[config.mk]
export PLATFORM = sky130hd
export DESIGN_NAME = updown_level_fsm_flat
export DESIGN_NICKNAME = d
export VERILOG_FILES = /design/src/rtl/updown_level_fsm_pkg.sv /design/src/rtl/updown_level_fsm_if.sv /design/src/rtl/updown_level_fsm_button_edge.sv /design/src/rtl/updown_level_fsm.sv /design/src/flat_wrapper.sv
export SDC_FILE = /design/constraint.sdc
export NUM_CORES = 1
export LEC_CHECK = 0
export ABC_AREA = 1
export BUFFER_PORTS_ARGS = -buffer_cell sky130_fd_sc_hd__buf_2
export CAP_MARGIN = 20
export CORE_AREA = 3 3 40 42
export DETAILED_ROUTE_END_ITERATION = 8
export DIE_AREA = 0 0 43 45
export SYNTH_ARGS = -nofsm -noshare
export SYNTH_HDL_FRONTEND = slang
export SYNTH_SLANG_ARGS = --single-unit
[constraint.sdc]
create_clock -name clk -period 1.86 [get_ports clk]
set_clock_uncertainty 0.05 [all_clocks]
set_input_delay 0.093 -clock clk [delete_from_list [all_inputs] [get_ports clk]]
set_output_delay 0.093 -clock clk [all_outputs]
set_load 0.005 [all_outputs]
[src/rtl/updown_level_fsm_pkg.sv]
// Shared step-decision type and wrap/saturate mode constants for the up/down
// level selector.
package level_fsm_pkg;

  typedef enum logic [1:0] {
    STEP_HOLD,
    STEP_UP,
    STEP_DOWN,
    STEP_LOAD
  } step_e;

  localparam int MODE_SAT  = 0;
  localparam int MODE_WRAP = 1;

endpackage

[src/rtl/updown_level_fsm_if.sv]
// Button, load and status bundle of the up/down level selector; the selector
// sits on the slave side, whoever drives the buttons and load on the master side.
interface updown_level_fsm_if #(
  parameter int WIDTH = 2
);
  import level_fsm_pkg::*;

  logic             d;
  logic             r;
  logic             load;
  logic [WIDTH-1:0] load_val;
  logic [WIDTH-1:0] level;
  logic             at_min;
  logic             at_max;
  logic             changed;
  logic             blocked;
  logic             wrapped;

  modport master (
    output d, r, load, load_val,
    input  level, at_min, at_max, changed, blocked, wrapped
  );

  modport slave (
    input  d, r, load, load_val,
    output level, at_min, at_max, changed, blocked, wrapped
  );

endinterface

[src/rtl/updown_level_fsm_button_edge.sv]
// One push-button path: synchroniser, optional debounce filter and a
// rising-edge detector, so each accepted press gives a single-cycle pulse.
module button_edge
  import level_fsm_pkg::*;
#(
  parameter int SYNC_STAGES = 2,
  parameter int DEBOUNCE    = 0
) (
  input  logic clk,
  input  logic rst,
  input  logic btn,
  output logic pulse
);

  logic sync_out;
  logic filtered;
  logic filtered_q;

  generate
    if (SYNC_STAGES == 0) begin : g_nosync
      assign sync_out = btn;
    end else begin : g_sync
      logic [SYNC_STAGES-1:0] sync_q;

      always_ff @(posedge clk) begin
        if (rst) begin
          sync_q <= '0;
        end else begin
          sync_q[0] <= btn;
          for (int j = 1; j < SYNC_STAGES; j++) begin
            sync_q[j] <= sync_q[j-1];
          end
        end
      end

      assign sync_out = sync_q[SYNC_STAGES-1];
    end

    if (DEBOUNCE == 0) begin : g_nofilt
      assign filtered = sync_out;
    end else begin : g_filt
      localparam int            CW   = (DEBOUNCE > 1) ? $clog2(DEBOUNCE) : 1;
      localparam logic [CW-1:0] LAST = CW'(DEBOUNCE - 1);
      logic [CW-1:0] cnt;
      logic          filt_q;

      // Any sample agreeing with the accepted value restarts the count.
      always_ff @(posedge clk) begin
        if (rst) begin
          cnt    <= '0;
          filt_q <= 1'b0;
        end else if (sync_out != filt_q) begin
          if (cnt == LAST) begin
            filt_q <= sync_out;
            cnt    <= '0;
          end else begin
            cnt <= cnt + 1'b1;
          end
        end else begin
          cnt <= '0;
        end
      end

      assign filtered = filt_q;
    end
  endgenerate

  always_ff @(posedge clk) begin
    if (rst) begin
      filtered_q <= 1'b0;
    end else begin
      filtered_q <= filtered;
    end
  end

  assign pulse = filtered & ~filtered_q;

endmodule

[src/rtl/updown_level_fsm.sv]
// Up/down level selector: two debounced buttons step a level register that
// saturates or wraps at 0..MAX_LEVEL, with parallel load and event pulses.
module updown_level_fsm
  import level_fsm_pkg::*;
#(
  parameter int WIDTH       = 2,
  parameter int MAX_LEVEL   = 3,
  parameter int WRAP        = 0,
  parameter int SYNC_STAGES = 2,
  parameter int DEBOUNCE    = 0
) (
  input logic               clk,
  input logic               rst,
  updown_level_fsm_if.slave bus
);

  localparam logic [WIDTH-1:0] MAX_W = WIDTH'(MAX_LEVEL);

  logic             up_pulse;
  logic             down_pulse;
  step_e            step;
  logic [WIDTH-1:0] level_q;
  logic [WIDTH-1:0] level_next;
  logic             blocked_next;
  logic             wrapped_next;
  logic             changed_q;
  logic             blocked_q;
  logic             wrapped_q;

  button_edge #(.SYNC_STAGES(SYNC_STAGES), .DEBOUNCE(DEBOUNCE)) u_up (
    .clk   (clk),
    .rst   (rst),
    .btn   (bus.d),
    .pulse (up_pulse)
  );

  button_edge #(.SYNC_STAGES(SYNC_STAGES), .DEBOUNCE(DEBOUNCE)) u_down (
    .clk   (clk),
    .rst   (rst),
    .btn   (bus.r),
    .pulse (down_pulse)
  );

  // Load overrides buttons; simultaneous up and down cancel to a silent hold.
  always_comb begin
    step = STEP_HOLD;
    if (bus.load) begin
      step = STEP_LOAD;
    end else if (up_pulse && !down_pulse) begin
      step = STEP_UP;
    end else if (down_pulse && !up_pulse) begin
      step = STEP_DOWN;
    end
  end

  always_comb begin
    level_next   = level_q;
    blocked_next = 1'b0;
    wrapped_next = 1'b0;
    case (step)
      STEP_LOAD: level_next = (bus.load_val > MAX_W) ? MAX_W : bus.load_val;
      STEP_UP: begin
        if (level_q != MAX_W) begin
          level_next = level_q + 1'b1;
        end else if (WRAP == MODE_WRAP) begin
          level_next   = '0;
          wrapped_next = 1'b1;
        end else begin
          blocked_next = 1'b1;
        end
      end
      STEP_DOWN: begin
        if (level_q != '0) begin
          level_next = level_q - 1'b1;
        end else if (WRAP == MODE_WRAP) begin
          level_next   = MAX_W;
          wrapped_next = 1'b1;
        end else begin
          blocked_next = 1'b1;
        end
      end
      default: ;
    endcase
  end

  always_ff @(posedge clk) begin
    if (rst) begin
      level_q   <= '0;
      changed_q <= 1'b0;
      blocked_q <= 1'b0;
      wrapped_q <= 1'b0;
    end else begin
      level_q   <= level_next;
      changed_q <= (level_next != level_q);
      blocked_q <= blocked_next;
      wrapped_q <= wrapped_next;
    end
  end

  assign bus.level   = level_q;
  assign bus.at_min  = (level_q == '0);
  assign bus.at_max  = (level_q == MAX_W);
  assign bus.changed = changed_q;
  assign bus.blocked = blocked_q;
  assign bus.wrapped = wrapped_q;

endmodule

[src/flat_wrapper.sv]
// flat-port wrapper written by rule: the top's interface ports become plain ports
module updown_level_fsm_flat import level_fsm_pkg::*;
#(
  parameter int WIDTH       = 2,
  parameter int MAX_LEVEL   = 3,
  parameter int WRAP        = 0,
  parameter int SYNC_STAGES = 2,
  parameter int DEBOUNCE    = 0
)
  (clk, rst, bus_d, bus_r, bus_load, bus_load_val, bus_level, bus_at_min, bus_at_max, bus_changed, bus_blocked, bus_wrapped);
  updown_level_fsm_if #(.WIDTH(WIDTH)) bus_i ();
  input logic clk;
  input logic rst;
  input wire logic [$bits(bus_i.d)-1:0] bus_d;
  input wire logic [$bits(bus_i.r)-1:0] bus_r;
  input wire logic [$bits(bus_i.load)-1:0] bus_load;
  input wire logic [$bits(bus_i.load_val)-1:0] bus_load_val;
  output wire logic [$bits(bus_i.level)-1:0] bus_level;
  output wire logic [$bits(bus_i.at_min)-1:0] bus_at_min;
  output wire logic [$bits(bus_i.at_max)-1:0] bus_at_max;
  output wire logic [$bits(bus_i.changed)-1:0] bus_changed;
  output wire logic [$bits(bus_i.blocked)-1:0] bus_blocked;
  output wire logic [$bits(bus_i.wrapped)-1:0] bus_wrapped;
  assign bus_i.d = bus_d;
  assign bus_i.r = bus_r;
  assign bus_i.load = bus_load;
  assign bus_i.load_val = bus_load_val;
  assign bus_level = bus_i.level;
  assign bus_at_min = bus_i.at_min;
  assign bus_at_max = bus_i.at_max;
  assign bus_changed = bus_i.changed;
  assign bus_blocked = bus_i.blocked;
  assign bus_wrapped = bus_i.wrapped;
  updown_level_fsm #(.WIDTH(WIDTH), .MAX_LEVEL(MAX_LEVEL), .WRAP(WRAP), .SYNC_STAGES(SYNC_STAGES), .DEBOUNCE(DEBOUNCE)) u_core (.clk(clk), .rst(rst), .bus(bus_i));
endmodule
==> out/metrics.json, run 1 <==
{
  "worst_setup_path_start_kind": {"value": "register"},
  "total_leakage_power": {"value": 0.339, "unit": "nW"},
  "placement.io_buffers": {"value": 12},
  "clock_path_buffers": {"value": 2},
  "area_growth_syn_to_fin": {"value": 26.5, "unit": "%"},
  "most_used_cells_in_the_layout_excluding_fill_and_tap_cells": {"value": "sky130_fd_sc_hd__nand2_1 (17), sky130_fd_sc_hd__inv_1 (16), sky130_fd_sc_hd__buf_2 (12)"},
  "io_pins": {"value": 14},
  "synth.lib_cells_used.distinct": {"value": 13},
  "multi_input_comb_area": {"value": 214, "unit": "um^2"},
  "num_antenna_cells": {"value": 0},
  "via_count": {"value": 447},
  "period_minus_slack": {"value": 1.67, "unit": "ns"},
  "gr_util_all_layers": {"value": 0.102},
  "regToRegStartpoint": {"value": "u_core.u_down.g_sync.sync_q[1]"},
  "drt_iter0_markers": {"value": 6},
  "design.die.area": {"value": 1940, "unit": "um^2"},
  "clockPowerShare": {"value": 0.381},
  "critPathLaunch": {"value": "u_core.u_down.g_sync.sync_q[1]"},
  "seq_area": {"value": 200, "unit": "um^2"},
  "synth_area_per_cell": {"value": 6.69, "unit": "um^2"},
  "totalNegativeSetupSlack": {"value": 0, "unit": "ns"},
  "detail_route.first_pass.iterations": {"value": 4},
  "layout-drive-gt1-share": {"value": 0.193},
  "worstHoldPathType": {"value": "in2reg"},
  "worst-setup-path-type": {"value": "reg2reg"},
  "clk_latency": {"value": 0.26, "unit": "ns"},
  "drv.max_cap_violation_count": {"value": 0},
  "floorplan.die.width": {"value": 43, "unit": "um"},
  "nNetsFinal": {"value": 99},
  "internal-power": {"value": 0.380, "unit": "mW"},
  "p_seq_frac": {"value": 0.461},
  "clk_pin_slew": {"value": 0.07, "unit": "ns"},
  "critPathCapture": {"value": "u_core.bus.changed"},
  "power.combinational.fraction": {"value": 0.157},
  "worst_r2r_path_depth": {"value": 14},
  "required": {"value": 1.96, "unit": "ns"},
  "vias_per_cell": {"value": 4.34},
  "setup_ws_pre_cts": {"value": 0.108, "unit": "ns"},
  "routed_wire_length_per_instance": {"value": 8.48, "unit": "um"},
  "detailedPlacementHpwl": {"value": 645, "unit": "um"},
  "placed_cell_area": {"value": 549, "unit": "um^2"},
  "total_count_of_max_transition_violations_in_the_final_report": {"value": 0},
  "register_bit_total_from_synthesis": {"value": 10},
  "worst_hold_path.num_cells": {"value": 2},
  "power-per-cell-area": {"value": 833, "unit": "nW/um^2"},
  "vdd.ir_drop.worst": {"value": 0.406, "unit": "mV"},
  "mapped_cell_area": {"value": 482, "unit": "um^2"},
  "crit-reg2reg-capture": {"value": "u_core.bus.changed"},
  "clock-sinks": {"value": 10},
  "fillerInstances": {"value": 136},
  "chipHeight": {"value": 45, "unit": "um"},
  "setup_viol": {"value": 0},
  "cts_inserted_buffers": {"value": 3},
  "cp.arrival": {"value": 1.78, "unit": "ns"},
  "postRouteAntennaNets": {"value": 0},
  "final_cell_area": {"value": 609, "unit": "um^2"},
  "grt_pass1_wl": {"value": 1410, "unit": "um"},
  "tritoncts": {"value": "yes"},
  "crit_path_max_fanout": {"value": 4},
  "number_of_antenna_violations_at_the_first_check_in_global_routing": {"value": 0},
  "max_freq": {"value": 598, "unit": "MHz"},
  "routabilityCongestion": {"value": 0.824},
  "layout_setup_ws": {"value": 0.189, "unit": "ns"},
  "route.detailed.drc": {"value": 0},
  "worst_hold_slack": {"value": 0.0694, "unit": "ns"},
  "finalWirelength": {"value": 873, "unit": "um"},
  "setup_repair_after_global_routing_missed_its_margin": {"value": "false"},
  "initial_core_util": {"value": 0.375},
  "min_period_over_period": {"value": 0.899},
  "num_rows": {"value": 13},
  "vias_in_the_first_global_route": {"value": 373},
  "yosysWarnings": {"value": 0},
  "floorplan.core_area": {"value": 1280, "unit": "um^2"},
  "sw_frac_of_total": {"value": 0.251},
  "mappedNetlistNets": {"value": 82},
  "mostFrequentLayoutCell": {"value": "sky130_fd_sc_hd__nand2_1"},
  "globalRouteOverflowTotal": {"value": 0},
  "maximum_number_of_pins_on_one_net_before_global_route_repair": {"value": 11},
  "status": {"value": "completed"},
  "timing.final.hold_violations": {"value": 0},
  "post_synth_inst_count": {"value": 72},
  "power.switching": {"value": 0.128, "unit": "mW"},
  "timing.critical_path.to_type": {"value": "register"},
  "setup.reg_to_reg.worst_slack": {"value": 0.19, "unit": "ns"},
  "cts-root-buf": {"value": "sky130_fd_sc_hd__clkbuf_4"},
  "htreeDepth": {"value": 1},
  "synth_seq_area_share": {"value": 0.416}
}
per-stage QoR:
stage,utilization,std cells,total power [mW]
3_5_place_dp,0.427,97,0.315
6_report,0.474,103,0.508
3_3_place_gp,0.427,97,0.315
2_1_floorplan,-,72,0.290
4_1_cts,0.471,103,0.514
5_1_grt,0.474,103,0.546
power by group through the flow:
stage          Sequential (mW)  Combinational, mW  Clock (mW)
2_1_floorplan            0.239             0.0510           0
3_3_place_gp             0.239             0.0756           0
3_5_place_dp             0.239             0.0761           0
4_1_cts                  0.234             0.0798       0.200
5_1_grt                  0.236             0.0909       0.220
6_report                 0.234             0.0799       0.194
per-layer routing:
layer,GRT usage,vias to the layer above,part of all wire
met5,0,-,0
met4,0.108,0,0.016
met1,0.114,188,0.47
met3,0.0239,2,0.056
met2,0.153,11,0.46
li1,-,246,-
critical path: stages (launching register included):
cell                      delay [ns]
sky130_fd_sc_hd__dfxtp_1        0.31
sky130_fd_sc_hd__inv_1          0.04
sky130_fd_sc_hd__nor2_1         0.08
sky130_fd_sc_hd__inv_1          0.06
sky130_fd_sc_hd__a21oi_2        0.17
sky130_fd_sc_hd__inv_1          0.06
sky130_fd_sc_hd__ha_1           0.23
sky130_fd_sc_hd__nand2_1        0.10
sky130_fd_sc_hd__nand2_1        0.05
sky130_fd_sc_hd__nand2_1        0.08
sky130_fd_sc_hd__nand2_1        0.06
sky130_fd_sc_hd__nand3_1        0.07
sky130_fd_sc_hd__nand2_1        0.06
sky130_fd_sc_hd__nor2_1         0.10
sky130_fd_sc_hd__nor2_1         0.04
synth_stat cells, drive strengths merged:
cell type | n | area share
clkbuf | 1 | 0.0078
inv | 16 | 0.12
o21ai | 2 | 0.021
conb | 1 | 0.0078
ha | 3 | 0.078
dfxtp | 10 | 0.42
nand3 | 5 | 0.052
nand2 | 17 | 0.13
buf | 1 | 0.016
a21oi | 3 | 0.031
nor2 | 11 | 0.086
a211oi | 1 | 0.016
nand4 | 1 | 0.013
state kept, by name (all words and copies together) (netlist names):
| register | cells |
|---|---|
| u_core.bus.blocked | 1 |
| u_core.bus.changed | 1 |
| u_core.bus.level | 2 |
| u_core.u_down.filtered_q | 1 |
| u_core.u_down.g_sync.sync_q | 2 |
| u_core.u_up.filtered_q | 1 |
| u_core.u_up.g_sync.sync_q | 2 |
area by class of cell:
class / count / area share
clock buffers: 4 / 0.0595
inverters: 16 / 0.0986
multi-input cells: 44 / 0.351
flip-flops and latches: 10 / 0.329
well taps: 15 / 0.0308
repair buffers: 14 / 0.131
cell families (layout without fill, tap and decap cells):
logic type | Yosys count | count (layout) | share of synthesized area
adders and majority gates | 3 | 3 | 0.0779
DFF | 10 | 10 | 0.416
buffers and inverters | 18 | 34 | 0.148
and+or+nand+nor | 34 | 34 | 0.283
AOI/OAI and AO/OA | 6 | 6 | 0.0675
other | 1 | 1 | 0.00778
worst min path at each step:
stage	slack, ns	from	to
3_5_place_dp	0.25	bus_r	u_core.u_down.g_sync.sync_q[0]
3_3_place_gp	0.25	bus_r	u_core.u_down.g_sync.sync_q[0]
5_1_grt	0.07	rst	u_core.bus.changed
2_1_floorplan	0.15	bus_r	u_core.u_down.g_sync.sync_q[0]
4_1_cts	0.07	rst	u_core.u_up.g_sync.sync_q[1]
6_report	0.07	rst	u_core.u_up.g_sync.sync_q[1]
repair_timing:
action	in CTS	in global routing
endpoints found under the setup margin	0	1
resized for setup	0	2
endpoints found under the hold margin	2	0
buffers inserted	0	0
hold buffers	2	0
Note: power is estimated with default switching activity, not from simulation.
==> inputs of run 2 (changes only) <==
--- a/config.mk
+++ b/config.mk
@@ -8,9 +8,14 @@
 export ABC_AREA = 1
 export BUFFER_PORTS_ARGS = -buffer_cell sky130_fd_sc_hd__buf_2
 export CAP_MARGIN = 20
-export CORE_AREA = 3 3 40 42
+export CELL_PAD_IN_SITES_DETAIL_PLACEMENT = 2
+export CELL_PAD_IN_SITES_GLOBAL_PLACEMENT = 2
+export CORE_ASPECT_RATIO = 0.9
+export CORE_MARGIN = 3
+export CORE_UTILIZATION = 25
 export DETAILED_ROUTE_END_ITERATION = 8
-export DIE_AREA = 0 0 43 45
+export PLACE_DENSITY_LB_ADDON = 0.1
 export SYNTH_ARGS = -nofsm -noshare
 export SYNTH_HDL_FRONTEND = slang
+export SYNTH_HIERARCHICAL = 1
 export SYNTH_SLANG_ARGS = --single-unit
==> out/metrics.json, run 2 <==
{
  "status": {"value": "completed"},
  "synth_flop_cell": {"value": "sky130_fd_sc_hd__dfxtp_1"},
  "worstHoldPathType": {"value": "in2reg"},
  "worst_r2r_path_depth": {"value": 15, "change": "+1"},
  "post-synth-top-area-cell": {"value": "sky130_fd_sc_hd__dfxtp_1"},
  "yosys-top-cells-count": {"value": "sky130_fd_sc_hd__nand2_1 (16), sky130_fd_sc_hd__nor2_1 (15), sky130_fd_sc_hd__inv_1 (14), sky130_fd_sc_hd__dfxtp_1 (10), sky130_fd_sc_hd__nand3_1 (6)"},
  "worst_setup_path_start_kind": {"value": "register"},
  "post-cts-setup-buffer-count": {"value": 0, "change": "unchanged"},
  "yosysTopAreaCellShare": {"value": 0.402, "change": "-0.0136"},
  "io_pins": {"value": 14, "change": "unchanged"},
  "vias_in_the_first_global_route": {"value": 491, "change": "+32%"},
  "layout.core_utilization": {"value": 0.405, "change": "-0.0697"},
  "total_leakage_power": {"value": 0.355, "unit": "nW", "change": "+4.5%"},
  "chipHeight": {"value": 48.3, "unit": "um", "change": "+7.4%"},
  "clock_path_buffers": {"value": 2, "change": "unchanged"},
  "hold_path_origin": {"value": "rst"},
  "yosysWarnings": {"value": 6, "change": "+6"},
  "hold-path-endpoint": {"value": "u_core/u_up/g_sync.sync_q[0]"},
  "period_minus_slack": {"value": 1.69, "unit": "ns", "change": "+0.0218 ns"},
  "worst_hold_path.num_cells": {"value": 2, "change": "unchanged"},
  "synth_area_per_cell": {"value": 6.73, "unit": "um^2", "change": "+0.58%"},
  "fillerInstances": {"value": 225, "change": "+65%"},
  "detailedPlacementHpwl": {"value": 1070, "unit": "um", "change": "+65%"},
  "detail_route.first_pass.iterations": {"value": 4, "change": "unchanged"},
  "synth_compound_area_frac": {"value": 0.0553, "change": "-0.0123"},
  "critPathMaxStageDelay": {"value": 0.32, "unit": "ns", "change": "about the same"},
  "synth.mux.area_fraction": {"value": 0, "change": "unchanged"},
  "synth_simple_gate_area_share": {"value": 0.307, "change": "+0.0234"},
  "design.die.area": {"value": 2560, "unit": "um^2", "change": "+33%"},
  "cts_inserted_buffers": {"value": 3, "change": "unchanged"},
  "placement.io_buffers": {"value": 12, "change": "unchanged"},
  "setup.reg_to_reg.worst_slack": {"value": 0.17, "unit": "ns", "change": "-0.02 ns"},
  "critPathLaunch": {"value": "u_core/u_up/g_sync.sync_q[1]"},
  "routabilityCongestion": {"value": 0.707, "change": "-14%"},
  "timing.final.hold_violations": {"value": 0, "change": "unchanged"},
  "required": {"value": 1.96, "unit": "ns", "change": "about the same"},
  "htreeDepth": {"value": 1, "change": "unchanged"},
  "combinational_family_with_the_most_area_after_synthesis": {"value": "simple AND/OR/NAND/NOR gates"},
  "cp.arrival": {"value": 1.79, "unit": "ns", "change": "about the same"},
  "route.detailed.drc": {"value": 0, "change": "unchanged"},
  "num_rows": {"value": 14, "change": "+1"},
  "register_bit_total_from_synthesis": {"value": 10, "change": "unchanged"},
  "post_synth_inst_count": {"value": 74, "change": "+2.8%"},
  "floorplan.core_area": {"value": 1770, "unit": "um^2", "change": "+38%"},
  "number_of_antenna_violations_at_the_first_check_in_global_routing": {"value": 0, "change": "unchanged"},
  "share_of_synthesized_registers_carrying_an_async_set_or_reset": {"value": 0, "change": "unchanged"},
  "worst-setup-path-type": {"value": "reg2reg"},
  "layout-drive-gt1-share": {"value": 0.359, "change": "+0.166"},
  "via_count": {"value": 495, "change": "+11%"},
  "totalNegativeSetupSlack": {"value": 0, "unit": "ns", "change": "unchanged"},
  "maximum_number_of_pins_on_one_net_before_global_route_repair": {"value": 11, "change": "unchanged"},
  "num_antenna_cells": {"value": 0, "change": "unchanged"},
  "nNetsFinal": {"value": 105, "change": "+6.1%"},
  "most_used_cells_in_the_layout_excluding_fill_and_tap_cells": {"value": "sky130_fd_sc_hd__nand2_1 (13), sky130_fd_sc_hd__buf_2 (12), sky130_fd_sc_hd__nor2_1 (12)"},
  "clk_pin_slew": {"value": 0.06, "unit": "ns", "change": "about the same"},
  "finalWirelength": {"value": 1390, "unit": "um", "change": "+59%"},
  "crit_path_max_fanout": {"value": 3, "change": "-1"},
  "critical_path.n_buffers_inverters": {"value": 3, "change": "unchanged"},
  "initial_core_util": {"value": 0.281, "change": "-0.0934"},
  "regToRegStartpoint": {"value": "u_core/u_up/g_sync.sync_q[1]"},
  "timing.critical_path.to_type": {"value": "register"},
  "min_period_over_period": {"value": 0.910, "change": "+0.0117"},
  "placed_cell_area": {"value": 596, "unit": "um^2", "change": "+8.4%"},
  "mappedNetlistNets": {"value": 85, "change": "+3.7%"},
  "floorplan.die.width": {"value": 53.0, "unit": "um", "change": "+23%"},
  "cts-root-buf": {"value": "sky130_fd_sc_hd__clkbuf_4"},
  "postRouteAntennaNets": {"value": 0, "change": "unchanged"},
  "crit_path_top_delay_cell": {"value": "sky130_fd_sc_hd__dfxtp_1"},
  "grt_pass1_wl": {"value": 2090, "unit": "um", "change": "+49%"},
  "ys_top_cells_by_area": {"value": "sky130_fd_sc_hd__dfxtp_1 (40%), sky130_fd_sc_hd__nand2_1 (12%), sky130_fd_sc_hd__nor2_1 (11%)"},
  "gr_util_all_layers": {"value": 0.111, "change": "+0.00957"},
  "drt_iter0_markers": {"value": 2, "change": "-4"},
  "mostFrequentLayoutCell": {"value": "sky130_fd_sc_hd__nand2_1"},
  "crit-reg2reg-capture": {"value": "u_core/bus.changed"},
  "fraction_of_the_mapped_netlist_area_in_adder_cells": {"value": 0.101, "change": "+0.0226"},
  "mapped_cell_area": {"value": 498, "unit": "um^2", "change": "+3.4%"},
  "power-per-cell-area": {"value": 691, "unit": "nW/um^2", "change": "-17%"},
  "globalRouteOverflowTotal": {"value": 0, "change": "unchanged"},
  "synthesized_area_fraction_occupied_by_xor_and_xnor_cells": {"value": 0, "change": "unchanged"},
  "max_freq": {"value": 591, "unit": "MHz", "change": "-1.3%"},
  "vdd.ir_drop.worst": {"value": 0.338, "unit": "mV", "change": "-17%"},
  "drv.max_cap_violation_count": {"value": 0, "change": "unchanged"},
  "synth.lib_cells_used.distinct": {"value": 13, "change": "unchanged"},
  "clock-sinks": {"value": 10, "change": "unchanged"},
  "final_cell_area": {"value": 716, "unit": "um^2", "change": "+17%"},
  "area_growth_syn_to_fin": {"value": 43.7, "unit": "%"},
  "synth_most_common_cell": {"value": "sky130_fd_sc_hd__nand2_1"},
  "routed_wire_length_per_instance": {"value": 12.0, "unit": "um", "change": "+41%"},
  "path_cells": {"value": "inv_2 -> nor2_4 -> inv_2 -> nor2_2 -> nor2_1 -> buf_4 -> ha_4 -> nand2_2 -> nand2_2 -> nand2_2 -> nand2_1 -> nand3_1 -> nand2_1 -> nor2_1 -> nor2_1"},
  "total_count_of_max_transition_violations_in_the_final_report": {"value": 0, "change": "unchanged"},
  "vias_per_cell": {"value": 4.27, "change": "-1.7%"},
  "tritoncts": {"value": "yes"},
  "setup_viol": {"value": 0, "change": "unchanged"},
  "clk_latency": {"value": 0.25, "unit": "ns", "change": "about the same"},
  "number_of_flops_mapped_to_enable_cells_by_yosys": {"value": 0, "change": "unchanged"},
  "synth_seq_area_share": {"value": 0.402, "change": "-0.0136"},
  "crit_family": {"value": "simple AND/OR/NAND/NOR gates"}
}
==> run 2: cell count changes after synthesis, sizes merged <==
cell	change
nand4	-1
nand3	+1
nand2	-1
clkbuf	-1
nor2	+4
ha	+1
a21oi	-1
inv	-1
and3	+1
==> run 2: repair_timing <==
action	in CTS	in global routing
resized for setup	0	21
hold buffers	2	0
setup endpoints to repair	0	2
endpoints found under the hold margin	2	0
==> run 2: metrics by stage <==
step	setup slack, ns	total power, mW	hold slack [ns]	std cells
final	0.167	0.495	0.0833	116
after global routing	-0.00548	0.534	0.0977	116
after CTS	0.0870	0.484	0.0851	116
after detailed placement	0.0960	0.339	0.259	111
after global placement	0.130	0.335	0.244	111
after floorplan	0.305	0.297	0.114	74
==> run 2: worst max-delay path by stage <==
stage | endpoint | slack, ns | cells past startpoint
global placement | u_core/bus.changed | 0.13 | 14
detailed placement | u_core/bus.changed | 0.1 | 15
floorplan | u_core/bus.changed | 0.31 | 14
global route | u_core/bus.changed | -0.005 | 12
CTS | u_core/bus.changed | 0.09 | 15
finish | u_core/bus.changed | 0.17 | 15
==> run 2: logic make-up (layout without fill, tap and decap cells) <==
family	after synthesis	after routing
fa+ha+maj	4	4
compound gates	5	5
buf+inv	16	34
other cells	1	1
flops	10	10
simple gates	38	38
==> run 2: cell type report <==
| cell class | instances | area [um^2] | share of cell area |
|---|---|---|---|
| Sequential cell | 10 | 200 | 0.280 |
| Clock buffer | 3 | 22.5 | 0.0315 |
| Tap cell | 24 | 30.0 | 0.0420 |
| Multi-Input combinational cell | 48 | 312 | 0.435 |
| Inverter | 15 | 56.3 | 0.0787 |
| Timing Repair Buffer | 16 | 95.1 | 0.133 |
==> run 2: worst register-to-register path: cells and delay by family, from the launching register on <==
kind	cells	cell delay, ns
flip-flops	1	0.32
AND/OR/NAND/NOR	11	0.80
adder cells (fa/ha/maj)	1	0.16
buffers and inverters	3	0.26
==> run 2: power by group <==
part           switching, mW  internal, mW
Combinational         0.0672        0.0502
Clock                 0.0648        0.0743
Sequential            0.0105         0.227
Total                  0.143         0.352
==> run 2: per-layer routing <==
| metal | vias to the layer above | track usage | part of all wire |
|---|---|---|---|
| li1 | 256 | - | - |
| met1 | 226 | 0.149 | 0.52 |
| met2 | 11 | 0.165 | 0.44 |
| met3 | 2 | 0.0460 | 0.035 |
| met4 | 0 | 0.0255 | 0.0086 |
| met5 | - | 0 | 0 |
==> inputs of run 3 (changes only) <==
==> constraint.sdc (replaced) <==
create_clock -name clk -period 1.8 [get_ports clk]
set_clock_uncertainty 0.05 [all_clocks]
set_input_delay 0.09 -clock clk [delete_from_list [all_inputs] [get_ports clk]]
set_output_delay 0.09 -clock clk [all_outputs]
set_load 0.005 [all_outputs]
==> out/metrics.json, run 3 (synthesis gave the netlist of run 2 again) <==
{
  "status": {"value": "completed"},
  "placed_cell_area": {"value": 596, "unit": "um^2", "change": "unchanged"},
  "detailedPlacementHpwl": {"value": 1040, "unit": "um", "change": "-2.5%"},
  "power-per-cell-area": {"value": 778, "unit": "nW/um^2", "change": "+13%"},
  "total_leakage_power": {"value": 0.365, "unit": "nW", "change": "+3.0%"},
  "regToRegStartpoint": {"value": "u_core/u_down/g_sync.sync_q[1]"},
  "globalRouteOverflowTotal": {"value": 0, "change": "unchanged"},
  "setup_ws_pre_cts": {"value": 0.0192, "unit": "ns", "change": "-0.0768 ns"},
  "vias_per_cell": {"value": 4.41, "change": "+3.3%"},
  "crit_path_max_fanout": {"value": 5, "change": "+2"},
  "gr_util_all_layers": {"value": 0.129, "change": "+0.0172"},
  "placement.io_buffers": {"value": 12, "change": "unchanged"},
  "route.detailed.drc": {"value": 0, "change": "unchanged"},
  "clock-sinks": {"value": 10, "change": "unchanged"},
  "post_layout_nonfiller_instances": {"value": 118, "change": "+1.7%"},
  "most_used_cells_in_the_layout_excluding_fill_and_tap_cells": {"value": "sky130_fd_sc_hd__nand2_1 (13), sky130_fd_sc_hd__buf_2 (12), sky130_fd_sc_hd__nor2_1 (12)"},
  "floorplan.core_area": {"value": 1770, "unit": "um^2", "change": "unchanged"},
  "postRouteAntennaNets": {"value": 0, "change": "unchanged"},
  "final_cell_area": {"value": 732, "unit": "um^2", "change": "+2.3%"},
  "worst_hold_slack": {"value": 0.0656, "unit": "ns", "change": "-0.0177 ns"},
  "clk_pin_slew": {"value": 0.07, "unit": "ns", "change": "about the same"},
  "grt_pass1_wl": {"value": 2420, "unit": "um", "change": "+16%"},
  "drt_iter0_markers": {"value": 1, "change": "-1"},
  "critPathCapture": {"value": "u_core/bus.changed"},
  "fin_total_pwr": {"value": 0.569, "unit": "mW", "change": "+15%"},
  "timing.critical_path.to_type": {"value": "register"},
  "number_of_antenna_violations_at_the_first_check_in_global_routing": {"value": 0, "change": "unchanged"},
  "worst_setup_path_start_kind": {"value": "register"},
  "cts_inserted_buffers": {"value": 3, "change": "unchanged"},
  "floorplan.die.width": {"value": 53.0, "unit": "um", "change": "unchanged"},
  "clock_path_buffers": {"value": 2, "change": "unchanged"},
  "totalNegativeSetupSlack": {"value": 0, "unit": "ns", "change": "unchanged"},
  "timing.final.hold_violations": {"value": 0, "change": "unchanged"},
  "setup_viol": {"value": 0, "change": "unchanged"},
  "setup.reg_to_reg.worst_slack": {"value": 0.16, "unit": "ns", "change": "about the same"},
  "io_pins": {"value": 14, "change": "unchanged"},
  "finalWirelength": {"value": 1470, "unit": "um", "change": "+5.5%"},
  "clk_latency": {"value": 0.26, "unit": "ns", "change": "about the same"},
  "layout-drive-gt1-share": {"value": 0.394, "change": "+0.0349"},
  "total_count_of_max_transition_violations_in_the_final_report": {"value": 0, "change": "unchanged"},
  "initial_core_util": {"value": 0.281, "change": "unchanged"},
  "worst-setup-path-type": {"value": "reg2reg"},
  "required": {"value": 1.91, "unit": "ns", "change": "-0.05 ns"},
  "detail_route.first_pass.iterations": {"value": 4, "change": "unchanged"},
  "design.die.area": {"value": 2560, "unit": "um^2", "change": "unchanged"},
  "cp.arrival": {"value": 1.75, "unit": "ns", "change": "-0.04 ns"},
  "maximum_number_of_pins_on_one_net_before_global_route_repair": {"value": 11, "change": "unchanged"},
  "tritoncts": {"value": "yes"},
  "place_inst": {"value": 111, "change": "unchanged"},
  "layout_setup_ws": {"value": 0.158, "unit": "ns", "change": "-0.00870 ns"},
  "nNetsFinal": {"value": 106, "change": "+0.95%"},
  "via_count": {"value": 520, "change": "+5.1%"},
  "routabilityCongestion": {"value": 0.712, "change": "+0.74%"},
  "num_rows": {"value": 14, "change": "unchanged"},
  "max_freq": {"value": 609, "unit": "MHz", "change": "+3.1%"},
  "crit-reg2reg-capture": {"value": "u_core/bus.changed"},
  "num_antenna_cells": {"value": 0, "change": "unchanged"},
  "min_period_over_period": {"value": 0.912, "change": "+0.00184"},
  "vias_in_the_first_global_route": {"value": 522, "change": "+6.3%"},
  "mostFrequentLayoutCell": {"value": "sky130_fd_sc_hd__nand2_1"},
  "worst_r2r_path_depth": {"value": 12, "change": "-3"},
  "worstHoldPathType": {"value": "in2reg"},
  "cts-root-buf": {"value": "sky130_fd_sc_hd__clkbuf_4"},
  "chipHeight": {"value": 48.3, "unit": "um", "change": "unchanged"},
  "routed_wire_length_per_instance": {"value": 12.4, "unit": "um", "change": "+3.8%"},
  "layout.core_utilization": {"value": 0.414, "change": "+0.00919"},
  "period_minus_slack": {"value": 1.64, "unit": "ns", "change": "-0.0513 ns"},
  "htreeDepth": {"value": 1, "change": "unchanged"},
  "drv.max_cap_violation_count": {"value": 0, "change": "unchanged"},
  "vdd.ir_drop.worst": {"value": 0.439, "unit": "mV", "change": "+30%"},
  "area_growth_syn_to_fin": {"value": 47.0, "unit": "%"},
  "critPathLaunch": {"value": "u_core/u_down/g_sync.sync_q[1]"}
}
## run 3: timing repair
item / CTS / global route
gates resized for setup: 3 / 19
setup endpoints to repair: 1 / 3
buffers inserted: 0 / 1
pin swaps: 1 / 8
endpoints found under the hold margin: 2 / 0
hold buffers: 2 / 0
## run 3: area by class of cell
type	count	area (um^2)
fillers	212	1040
repair buffers	17	106
clock buffers	4	36.3
multi-input cells	48	302
well taps	24	30.0
inverters	15	56.3
flip-flops and latches	10	201
## run 3: how the worst min path moves through the flow
stage / startpoint / endpoint / slack [ns] / cells past startpoint
after floorplan: rst / u_core/u_down/g_sync.sync_q[0] / 0.11 / 1
after global placement: bus_d / u_core/u_up/g_sync.sync_q[0] / 0.24 / 3
after detailed placement: bus_d / u_core/u_up/g_sync.sync_q[0] / 0.26 / 3
after CTS: rst / u_core/u_down/g_sync.sync_q[1] / 0.08 / 2
after global routing: rst / u_core/u_down/g_sync.sync_q[0] / 0.09 / 2
final: rst / u_core/bus.changed / 0.07 / 2
## run 3: per-layer routing
layer / vias up / GRT usage / routed length (um)
li1: 258 / - / -
met1: 249 / 0.177 / 686
met2: 11 / 0.184 / 687
met3: 2 / 0.0583 / 79
met4: 0 / 0.0255 / 12
met5: - / 0 / 0
## run 3: power by group
part           switching [mW]  leakage (nW)  internal [mW]
combinational          0.0698         0.261         0.0545
sequential             0.0103        0.0828          0.235
clock                  0.0770        0.0210          0.123
total                   0.157         0.365          0.412
## run 3: critical path, cell delays in order, from the launching register on
cell and delay (ns):
sky130_fd_sc_hd__dfxtp_2 0.32, sky130_fd_sc_hd__inv_2 0.04, sky130_fd_sc_hd__nor2_4 0.12, sky130_fd_sc_hd__nor2_2 0.06, sky130_fd_sc_hd__nor2_2 0.14, sky130_fd_sc_hd__buf_6 0.14
sky130_fd_sc_hd__ha_4 0.14, sky130_fd_sc_hd__inv_2 0.06, sky130_fd_sc_hd__and3_1 0.20, sky130_fd_sc_hd__nand3_1 0.07, sky130_fd_sc_hd__nand2_1 0.05, sky130_fd_sc_hd__nor2_1 0.10
sky130_fd_sc_hd__nor2_1 0.05
